--- src/rtl/pipe_hazard_ctrl.sv ---
// Purpose : central stall/flush controller for a 5-stage pipeline (load-use, taken branch, data-memory wait, timeout)
// Latency : control outputs are combinational from state and inputs; state/err/counters update on the next posedge
// Backpr. : a data-memory wait freezes PC and IF/ID..EX/MEM and bubbles MEM/WB until dm_ready_i, or latches ERR after MAX_WAIT WAIT cycles
//
// Ports:
//   clk_i, rst_i                  clock, synchronous active-high reset
//   ID_rs_i, ID_rt_i, ID_use_rt_i source operands of the instruction in ID
//   EX_memread_i, EX_rt_i         load in EX and its destination register
//   EX_br_taken_i                 branch/jump resolved taken in EX
//   MEM_dmreq_i, dm_ready_i       data-memory access in MEM and its completion
//   pc_write_o .. MEMWB_bubble_o  pipeline enables / flushes / bubble
//   err_o, state_o, stall_cnt_o   sticky timeout error, FSM state, saturating stall counter
module pipe_hazard_ctrl #(
    parameter int REG_AW   = 5,
    parameter int MAX_WAIT = 15,
    parameter int CNT_W    = 16
) (
    input  logic              clk_i,
    input  logic              rst_i,
    input  logic [REG_AW-1:0] ID_rs_i,
    input  logic [REG_AW-1:0] ID_rt_i,
    input  logic              ID_use_rt_i,
    input  logic              EX_memread_i,
    input  logic [REG_AW-1:0] EX_rt_i,
    input  logic              EX_br_taken_i,
    input  logic              MEM_dmreq_i,
    input  logic              dm_ready_i,
    output logic              pc_write_o,
    output logic              IFID_write_o,
    output logic              IFID_flush_o,
    output logic              IDEX_write_o,
    output logic              IDEX_flush_o,
    output logic              EXMEM_write_o,
    output logic              MEMWB_bubble_o,
    output logic              err_o,
    output logic [1:0]        state_o,
    output logic [CNT_W-1:0]  stall_cnt_o
);

    localparam int WCW = $clog2(MAX_WAIT + 1);

    typedef enum logic [1:0] {
        ST_RUN  = 2'd0,
        ST_WAIT = 2'd1,
        ST_ERR  = 2'd2
    } state_t;

    state_t           state_q, state_d;
    logic [WCW-1:0]   wait_cnt_q, wait_cnt_d;
    logic             err_q, err_d;
    logic [CNT_W-1:0] stall_cnt_q, stall_cnt_d;

    logic lu;
    logic mstl;

    // Register 0 is hardwired, so a load targeting it never creates a hazard.
    assign lu = EX_memread_i && (EX_rt_i != '0) &&
                ((EX_rt_i == ID_rs_i) || (ID_use_rt_i && (EX_rt_i == ID_rt_i)));
    assign mstl = MEM_dmreq_i && !dm_ready_i;

    // Unmasked control decisions; reset masking is applied at the outputs.
    logic pc_w, ifid_w, ifid_f, idex_w, idex_f, exmem_w, memwb_b;

    always_comb begin
        pc_w       = 1'b1;
        ifid_w     = 1'b1;
        ifid_f     = 1'b0;
        idex_w     = 1'b1;
        idex_f     = 1'b0;
        exmem_w    = 1'b1;
        memwb_b    = 1'b0;
        state_d    = state_q;
        wait_cnt_d = wait_cnt_q;
        err_d      = err_q;

        unique case (state_q)
            ST_RUN: begin
                if (mstl) begin
                    pc_w       = 1'b0;
                    ifid_w     = 1'b0;
                    idex_w     = 1'b0;
                    exmem_w    = 1'b0;
                    memwb_b    = 1'b1;
                    state_d    = ST_WAIT;
                    wait_cnt_d = WCW'(1);
                end else if (EX_br_taken_i) begin
                    // Flush beats load-use: the stalled instruction is on the wrong path anyway.
                    ifid_f = 1'b1;
                    idex_f = 1'b1;
                end else if (lu) begin
                    pc_w   = 1'b0;
                    ifid_w = 1'b0;
                    idex_f = 1'b1;
                end
            end
            ST_WAIT: begin
                if (!dm_ready_i) begin
                    pc_w    = 1'b0;
                    ifid_w  = 1'b0;
                    idex_w  = 1'b0;
                    exmem_w = 1'b0;
                    memwb_b = 1'b1;
                    // wait_cnt counts freeze cycles already spent, including the entry cycle.
                    if (wait_cnt_q == WCW'(MAX_WAIT)) begin
                        state_d = ST_ERR;
                        err_d   = 1'b1;
                    end else begin
                        wait_cnt_d = wait_cnt_q + WCW'(1);
                    end
                end else begin
                    // Release cycle behaves like RUN without the memory-stall term.
                    if (EX_br_taken_i) begin
                        ifid_f = 1'b1;
                        idex_f = 1'b1;
                    end else if (lu) begin
                        pc_w   = 1'b0;
                        ifid_w = 1'b0;
                        idex_f = 1'b1;
                    end
                    state_d    = ST_RUN;
                    wait_cnt_d = '0;
                end
            end
            ST_ERR: begin
                pc_w    = 1'b0;
                ifid_w  = 1'b0;
                idex_w  = 1'b0;
                exmem_w = 1'b0;
                memwb_b = 1'b1;
                err_d   = 1'b1;
            end
            default: begin
                state_d    = ST_RUN;
                wait_cnt_d = '0;
            end
        endcase
    end

    // Counter sees the unmasked pc enable; reset clears it in the register anyway.
    always_comb begin
        stall_cnt_d = stall_cnt_q;
        if (!pc_w && (stall_cnt_q != {CNT_W{1'b1}})) begin
            stall_cnt_d = stall_cnt_q + CNT_W'(1);
        end
    end

    always_ff @(posedge clk_i) begin
        if (rst_i) begin
            state_q     <= ST_RUN;
            wait_cnt_q  <= '0;
            err_q       <= 1'b0;
            stall_cnt_q <= '0;
        end else begin
            state_q     <= state_d;
            wait_cnt_q  <= wait_cnt_d;
            err_q       <= err_d;
            stall_cnt_q <= stall_cnt_d;
        end
    end

    assign pc_write_o     = pc_w    && !rst_i;
    assign IFID_write_o   = ifid_w  && !rst_i;
    assign IFID_flush_o   = ifid_f  && !rst_i;
    assign IDEX_write_o   = idex_w  && !rst_i;
    assign IDEX_flush_o   = idex_f  && !rst_i;
    assign EXMEM_write_o  = exmem_w && !rst_i;
    assign MEMWB_bubble_o = memwb_b && !rst_i;
    assign err_o          = err_q;
    assign state_o        = state_q;
    assign stall_cnt_o    = stall_cnt_q;

endmodule

--- config.mk ---
export PLATFORM = sky130hd
export DESIGN_NAME = pipe_hazard_ctrl
export DESIGN_NICKNAME = d
export VERILOG_FILES = /design/src/rtl/pipe_hazard_ctrl.sv
export SDC_FILE = /design/constraint.sdc
export NUM_CORES = 1
export LEC_CHECK = 0
export ABC_AREA = 1
export BUFFER_PORTS_ARGS = -buffer_cell sky130_fd_sc_hd__buf_2
export CORE_ASPECT_RATIO = 0.75
export CORE_MARGIN = 3
export CORE_UTILIZATION = 55
export DETAILED_ROUTE_END_ITERATION = 16
export PLACE_DENSITY = 0.84
export REMOVE_ABC_BUFFERS = 1
export SETUP_SLACK_MARGIN = 0.02
export SYNTH_ARGS = -nofsm -noshare
export SYNTH_HDL_FRONTEND = slang
export SYNTH_SLANG_ARGS = --single-unit
--- constraint.sdc ---
create_clock -name clk_i -period 3.75 [get_ports clk_i]
set_input_delay 0.75 -clock clk_i [delete_from_list [all_inputs] [get_ports clk_i]]
set_output_delay 0.75 -clock clk_i [all_outputs]
set_load 0.01 [all_outputs]
; ---- Yosys cells after proc, flatten, opt, wreduce, memory -nomap -nowiden
; Cells that the tools add are included.
[word_totals]
in_bits = 22
mem_count = 0
out_inout_bits = 26
latchBits = 0
ramBits = 0
rom_bits = 0
regBits = 23
[classes]
n_div = 0
bitwise_logic = 1
eq_ne = 11
n_mul = 0
reduce_logical = 20
n_addsub = 2
n_shift = 0
magnitude_cmp = 0
mux = 31
[op_table]
columns = operator, n
row1 = 1-bit two-way mux, 17
row2 = 16-bit by 1-bit adder with 16-bit output (second input constant), 1
row3 = 16-bit inequality test (second input constant), 1
row4 = 4-bit two-way mux, 3
row5 = 4-bit one-hot mux with 3 select lines, 1
row6 = 5-bit == test, 2
row7 = 1-bit logical AND, 10
row8 = 1-bit one-hot mux with 3 select lines, 3
row9 = 3-bit AND reduction, 3
row10 = 2-bit two-way mux, 3
row11 = 2-bit inequality test (second input constant), 3
row12 = 3-bit inequality test (second input constant), 2
row13 = 1-bit one-hot mux with 2 select lines, 3
row14 = 2-bit one-hot mux with 3 select lines, 1
row15 = 5-bit nonzero test, 1
row16 = 4-bit by 1-bit adder with 4-bit output (second input constant), 1
row17 = 4-bit == test (second input constant), 1
row18 = 1-bit logical NOT, 3
row19 = 2-bit by 1-bit == test with 1-bit output (second input constant), 1
row20 = 2-bit == test (second input constant), 1
row21 = 2-bit logical NOT, 1
row22 = 2-bit nonzero test, 1
row23 = 1-bit logical OR, 1
row24 = 1-bit NOT, 1

; ---- Longest topological paths before layout
; Gate-level depths: netlist of run 1.
[depth]
word_depth = 10
ltp_mapped = 12

; ---- Least setup slack after synthesis of run 1
; No wires, ideal clock.
[synth_timing]
kind = input port to output port
from = input dm_ready_i
to = output pc_write_o
arrival_time_ns = 1.563
required_ns = 3.000
slack_ns = 1.437
stages = 7
cell_sequence = inv_1 > nand2_1 > nand2_1 > a21oi_1 > nand2_1 > inv_1 > buf_4
[synth_between]
elab_chain_cells = 5
[synth_rtl]
columns = item, line
row1 = from (decl), 27  ; input logic dm_ready_i,
row2 = 1-bit logical NOT, -
row3 = 1-bit logical AND, 59  ; assign mstl = MEM_dmreq_i && !dm_ready_i;
row4 = 1-bit two-way mux, -
row5 = 1-bit one-hot mux with 3 select lines (*), -
row6 = 1-bit logical AND (*), -
row7 = to (decl), 28  ; output logic pc_write_o,
; Mark *: on every way between the ends. The rest lies on a longest branch, timed or not.

; ---- Worst setup path in the final report of run 1
[layout_timing]
from = input rst_i
to = output IDEX_flush_o
[layout_between]
elab_chain_cells = 2
[layout_rtl]
columns = item, line
row1 = from (decl), 19  ; input logic rst_i,
row2 = 1-bit logical NOT, 165  ; assign IDEX_flush_o = idex_f && !rst_i;
row3 = 1-bit logical AND, 165
row4 = to (decl), 32  ; output logic IDEX_flush_o,
; Every way passes these cells.

==> impl_metrics.yaml, run 1 <==
place:
  dp_cells: 324
  hpwl_um: 2820
  portBuffers: 47
  gp_congestion: 0.9124
pwr:
  power_frac_comb_pct: 16.9
  intPower_w: 0.0003536
  p_per_area_nw_per_um2: 262.8
  p_switching_w: 0.0001412
  peakVddDrop_mv: 0.3265
  power_frac_clock_pct: 31.9
  power_leakage_nw: 0.8791
  p_sw_share_pct: 28.53
  p_seq_share_pct: 51.2
die:
  io_pins: 48
  row_count: 16
  core_area_sq_um: 2723
  start_util_pct: 59.83
  die_w_um: 68.84
  die_h_um: 53.13
  dieArea_sq_um: 3657
cts:
  htreeDepth: 1
  clk_pin_slew_ns: 0.08
  clock_sinks: 23
  clk_latency_ns: 0.27
  cts.path.max_buffers: 2
  cts-buffers-inserted: 3
  ctsRootBufferMaster: "clkbuf_8"
  cts_resized: 0
  cts_tree: "built"
  ctsHoldBuffers: 0
  post_cts_buffers: 0
synth:
  ys_top_cells_by_area: "dfxtp_1 28%, nand2_1 15%, nand3_1 9.5%, inv_1 6.9%, nor2_1 5.5%"
  synth_seq_cells: 23
  syn_area_sq_um: 1629
  synth_cells: 250
  synth_xor_area_share_pct: 8.602
  yosysMostFrequentCell: "nand2_1"
  synthTopCellsByCount: "65 x nand2_1, 31 x nand3_1, 30 x inv_1"
  synth_compound_area_share_pct: 11.06
  synth_cell_type_count: 26
  synth_mux_area_share_pct: 0
  synth_top_cell_by_area: "dfxtp_1"
  synth_top_family_by_area: "simple AND/OR/NAND/NOR gates"
  synth_ff_type: "dfxtp_1"
  avgSynthCellArea_sq_um: 6.516
  synthSimpleGateAreaFrac_pct: 37.86
  synthAdderAreaFrac_pct: 1.536
  yosysTopAreaCellShare_pct: 28.26
  async_flop_share_pct: 0
  ys_warn_count: 0
  synth_edf_count: 0
  ys_seq_area_share_pct: 28.26
global_routing:
  grt_max_degree: 23
  overflow: 0
  grt_pass1_vias: 1386
  antenna_found_initial: 0
  grt_pass1_wl_um: 6099
  grtUsageTotal_pct: 21.82
drt:
  wl_per_cell_um: 11.00
  viasPerCell: 5.079
  remaining_drc_errors: 0
  ant_nets: 0
  wl_um: 3607
  drtIter0Drc: 126
  drt-pass1-iter-count: 4
  via_count: 1666
hold_path:
  hold_class: "flip-flop to flip-flop"
  worstHoldEndpoint: "wait_cnt_q[1]$_SDFFE_PP0P_"
  hold-path-cell-count: 2
  min_from: "wait_cnt_q[1]$_SDFFE_PP0P_"
layout:
  fill_cells: 266
  syn_to_final_growth_pct: 15.59
  finalNonFillerCells: 328
  num_antenna_cells: 0
  drive_gt1_share_pct: 25.00
  nNetsFinal: 317
timing:
  fin_tns_setup_ns: 0
  slew_viol_final: 0
  relSlewSlack_pct: 51.73
  period_needed_ns: 2.421
  finalHoldViolations: 0
  whs_ns: 0.4942
  clock_skew_ns: 0.004767
  rsz0062_at_grt: "false"
  tightest_slew_ns: 0.7241
  post-route-period-util_pct: 64.55
  max_freq_ghz: 0.4131
  setup_viol: 0
outcome:
  status: "completed"
critical_path:
  crit_arrival_ns: 1.67
  cp-start-kind: "input pin"
  r2r-start: "stall_cnt_o[0]$_SDFFE_PP0P_"
  required_ns: 3.00
  r2r_end: "stall_cnt_o[6]$_SDFFE_PP0P_"
  crit_fanout: 22
  worstRegToRegCells: 8
  path_class: "input pin to output pin"
  critPathCaptureType: "output pin"
  rrSetupSlack_ns: 1.56
run:
  cap_violations: 0
## cell type report
type / instances / area (sq um) / share of cell area, %
multi-input combinational: 183 / 962.2 / 51.10
tap: 36 / 45.04 / 2.392
clock inverter: 1 / 7.507 / 0.3987
clock buffer: 3 / 41.29 / 2.193
sequential: 23 / 460.4 / 24.45
inverter: 35 / 131.4 / 6.977
timing repair buffer: 47 / 235.2 / 12.49
## per-layer routing
layer,vias up,part of all wire [%],GRT usage [%]
li1,881,-,-
met1,747,50,31.88
met2,36,43,33.54
met3,2,6.1,5.096
met4,0,0.36,1.942
met5,-,0,0
## layout by cell type, fill, tap and decap left out, drive strengths merged
master	count
a211oi	1
a21oi	23
buf	47
clkbuf	3
clkinvlp	1
dfxtp	23
ha	2
inv	35
nand2	69
nand3	32
nand4	5
nor2	25
nor3	5
o21ai	4
or3	1
xnor2	6
xor2	10
## worst max-delay path by stage
| stage | startpoint | endpoint | slack [ns] | cells after the start |
|---|---|---|---|---|
| final | rst_i | IDEX_flush_o | 1.33 | 5 |
| after global routing | EX_rt_i[3] | IFID_write_o | 1.25 | 9 |
| after CTS | rst_i | IDEX_flush_o | 1.34 | 5 |
| after detailed placement | rst_i | IDEX_flush_o | 1.35 | 5 |
| after global placement | rst_i | IDEX_flush_o | 1.36 | 5 |
| after floorplan | dm_ready_i | IFID_write_o | 1.41 | 6 |
## power groups by stage
stage | Combinational, W | Clock [W] | Sequential [W]
2_1_floorplan | 0.0000468 | 0 | 0.000259
3_3_place_gp | 0.0000825 | 0 | 0.000259
3_5_place_dp | 0.0000835 | 0 | 0.000259
4_1_cts | 0.0000835 | 0.000163 | 0.000253
5_1_grt | 0.0000949 | 0.000171 | 0.000255
6_report | 0.0000834 | 0.000158 | 0.000253
## kinds of logic after synthesis
group | Yosys count
simple gates | 137
buf+inv | 44
compound gates | 28
flops | 23
xor+xnor | 16
fa+ha+maj | 2
## worst max-delay path, cell delays in order
cell,delay [ns]
buf_2,0.41
inv_1,0.17
nand4_1,0.15
a21oi_1,0.04
buf_2,0.13
## stage by stage
step | total power (W) | util (%) | instance area (sq um) | setup slack (ns)
5_1_grt | 0.0005205 | 69.16 | 1883 | 1.249
3_3_place_gp | 0.0003416 | 67.37 | 1834 | 1.363
3_5_place_dp | 0.0003426 | 67.37 | 1834 | 1.346
4_1_cts | 0.0005002 | 69.16 | 1883 | 1.343
2_1_floorplan | 0.0003062 | - | 1554 | 1.408
6_report | 0.0004948 | 69.16 | 1883 | 1.329
## sequential cells by signal, indices dropped and copies added (netlist names)
register and count:
wait_cnt_q 4, state_o 2, err_o 1, stall_cnt_o 16
(Power assumes the default switching activity.)
==> inputs of run 2 (changes only) <==
CORE_UTILIZATION = 46   (was 55)
PLACE_DENSITY = 0.75   (was 0.84)
clock period = 2.1 ns   (was 3.75 ns; I/O delays follow)
==> run 2 against run 1 <==
Against the previous run:
- power grew 77%
- first-iteration DRC count shrank 43%
- die area grew 18%
- sequential power grew 78%
- critical path depth grew 3
- global-route usage shrank 2.8 points
- non-clock buffer count grew 9
- hold slack lost 0.0093 ns
- utilization shrank 10 points
- critical path type is now flip-flop to flip-flop
==> impl_metrics.yaml, run 2 (synthesis gave the netlist of run 1 again) <==
outcome:
  status: "completed"
timing:
  period_needed_ns: 1.889
  fin_tns_setup_ns: 0
  rsz0062_at_grt: "false"
  slew_viol_final: 0
  max_freq_ghz: 0.5293
  clock_skew_ns: 0.003948
  post-route-period-util_pct: 89.96
  tightest_slew_ns: 0.4058
  relSlewSlack_pct: 72.85
  finalHoldViolations: 0
  setup_viol: 0
  whs_ns: 0.4849
die:
  core_area_sq_um: 3333
  dieArea_sq_um: 4299
  die_w_um: 74.72
  die_h_um: 57.54
  row_count: 18
  io_pins: 48
  start_util_pct: 48.87
cts:
  cts_tree: "built"
  htreeDepth: 1
  ctsRootBufferMaster: "clkbuf_8"
  clk_pin_slew_ns: 0.08
  post_cts_buffers: 0
  cts.path.max_buffers: 2
  clock_sinks: 23
  cts-buffers-inserted: 3
  clk_latency_ns: 0.26
  ctsHoldBuffers: 0
drt:
  wl_per_cell_um: 11.03
  ant_nets: 0
  viasPerCell: 4.871
  drt-pass1-iter-count: 4
  remaining_drc_errors: 0
  wl_um: 3762
  via_count: 1661
  drtIter0Drc: 72
place:
  gp_congestion: 0.8978
  portBuffers: 47
  hpwl_um: 3023
  dp_cells: 337
  placed_area_sq_um: 1919
hold_path:
  hold_class: "flip-flop to flip-flop"
pwr:
  peakVddDrop_mv: 0.3389
  p_per_area_nw_per_um2: 446.2
  power_leakage_nw: 0.9340
global_routing:
  grt_max_degree: 19
  overflow: 0
  antenna_found_initial: 0
  grtUsageTotal_pct: 19.01
  grt_pass1_wl_um: 6444
  grt_pass1_vias: 1434
layout:
  finalNonFillerCells: 341
  num_antenna_cells: 0
  nNetsFinal: 326
  layout_common_cells: "65 x nand2_1, 47 x buf_2, 31 x nand3_1"
  drive_gt1_share_pct: 27.24
  final_area_sq_um: 1966
  syn_to_final_growth_pct: 20.66
  largest_reg_flops: 16
  final_common_cell: "nand2_1"
run:
  cap_violations: 0
critical_path:
  crit_fanout: 15
  required_ns: 2.30
  crit_arrival_ns: 2.09
  cp-start-kind: "flip-flop"
  critPathCaptureType: "flip-flop"
  path_class: "flip-flop to flip-flop"
-- run 2: final cells by class --
| cell class | instances | area, sq um |
|---|---|---|
| inverters | 35 | 131.4 |
| clock buffers | 4 | 45.04 |
| repair buffers | 56 | 315.3 |
| flip-flops and latches | 23 | 461.7 |
| multi-input cells | 183 | 962.2 |
| fillers | 328 | 1368 |
| well taps | 40 | 50.05 |
-- run 2: where the power goes --
group	leakage (nW)	switching (W)	total, W	internal [W]
combinational	0.725	0.0000976	0.000156	0.0000584
clock	0.0228	0.000135	0.000270	0.000135
sequential	0.186	0.00000772	0.000451	0.000443
total	0.934	0.000240	0.000877	0.000637
-- run 2: metrics by stage --
stage	power [W]	util (%)	setup slack, ns
2_1_floorplan	0.0005468	-	0.1499
3_5_place_dp	0.0006171	57.58	0.2117
4_1_cts	0.0008948	58.93	0.1814
6_report	0.0008772	58.97	0.2109
5_1_grt	0.0009299	58.97	0.05403
3_3_place_gp	0.0006152	57.58	0.2746
-- run 2: per-layer routing --
metal / up-vias / share of wire (%) / global-route usage, %
li1: 895 / - / -
met1: 719 / 51 / 29.14
met2: 45 / 42 / 27.53
met3: 2 / 6.6 / 3.697
met4: 0 / 0.45 / 3.807
met5: - / 0 / 0
-- run 2: path summary, 6_finish.rpt --
path,startpoint,to,slack (ns),cells past startpoint
worst max-delay path,stall_cnt_o[8]$_SDFFE_PP0P_,stall_cnt_o[4]$_SDFFE_PP0P_,0.21,8
worst min-delay path,err_o$_SDFFE_PP0P_,err_o$_SDFFE_PP0P_,0.48,2
worst max register to register,stall_cnt_o[8]$_SDFFE_PP0P_,stall_cnt_o[4]$_SDFFE_PP0P_,0.21,8
worst min register to register,err_o$_SDFFE_PP0P_,err_o$_SDFFE_PP0P_,0.48,2
-- run 2: critical path, stage by stage (launching register included) --
cell     delay, ns
dfxtp_1       0.42
inv_1         0.12
nor3_2        0.28
nand2_1       0.07
or3_1         0.42
buf_12        0.20
nand2_8       0.12
nand2_1       0.06
a21oi_1       0.13
-- run 2: timing repair --
action,4_1_cts,5_1_grt
endpoints found under the setup margin,0,2
gates resized for setup,0,1
hold endpoints to repair,0,0
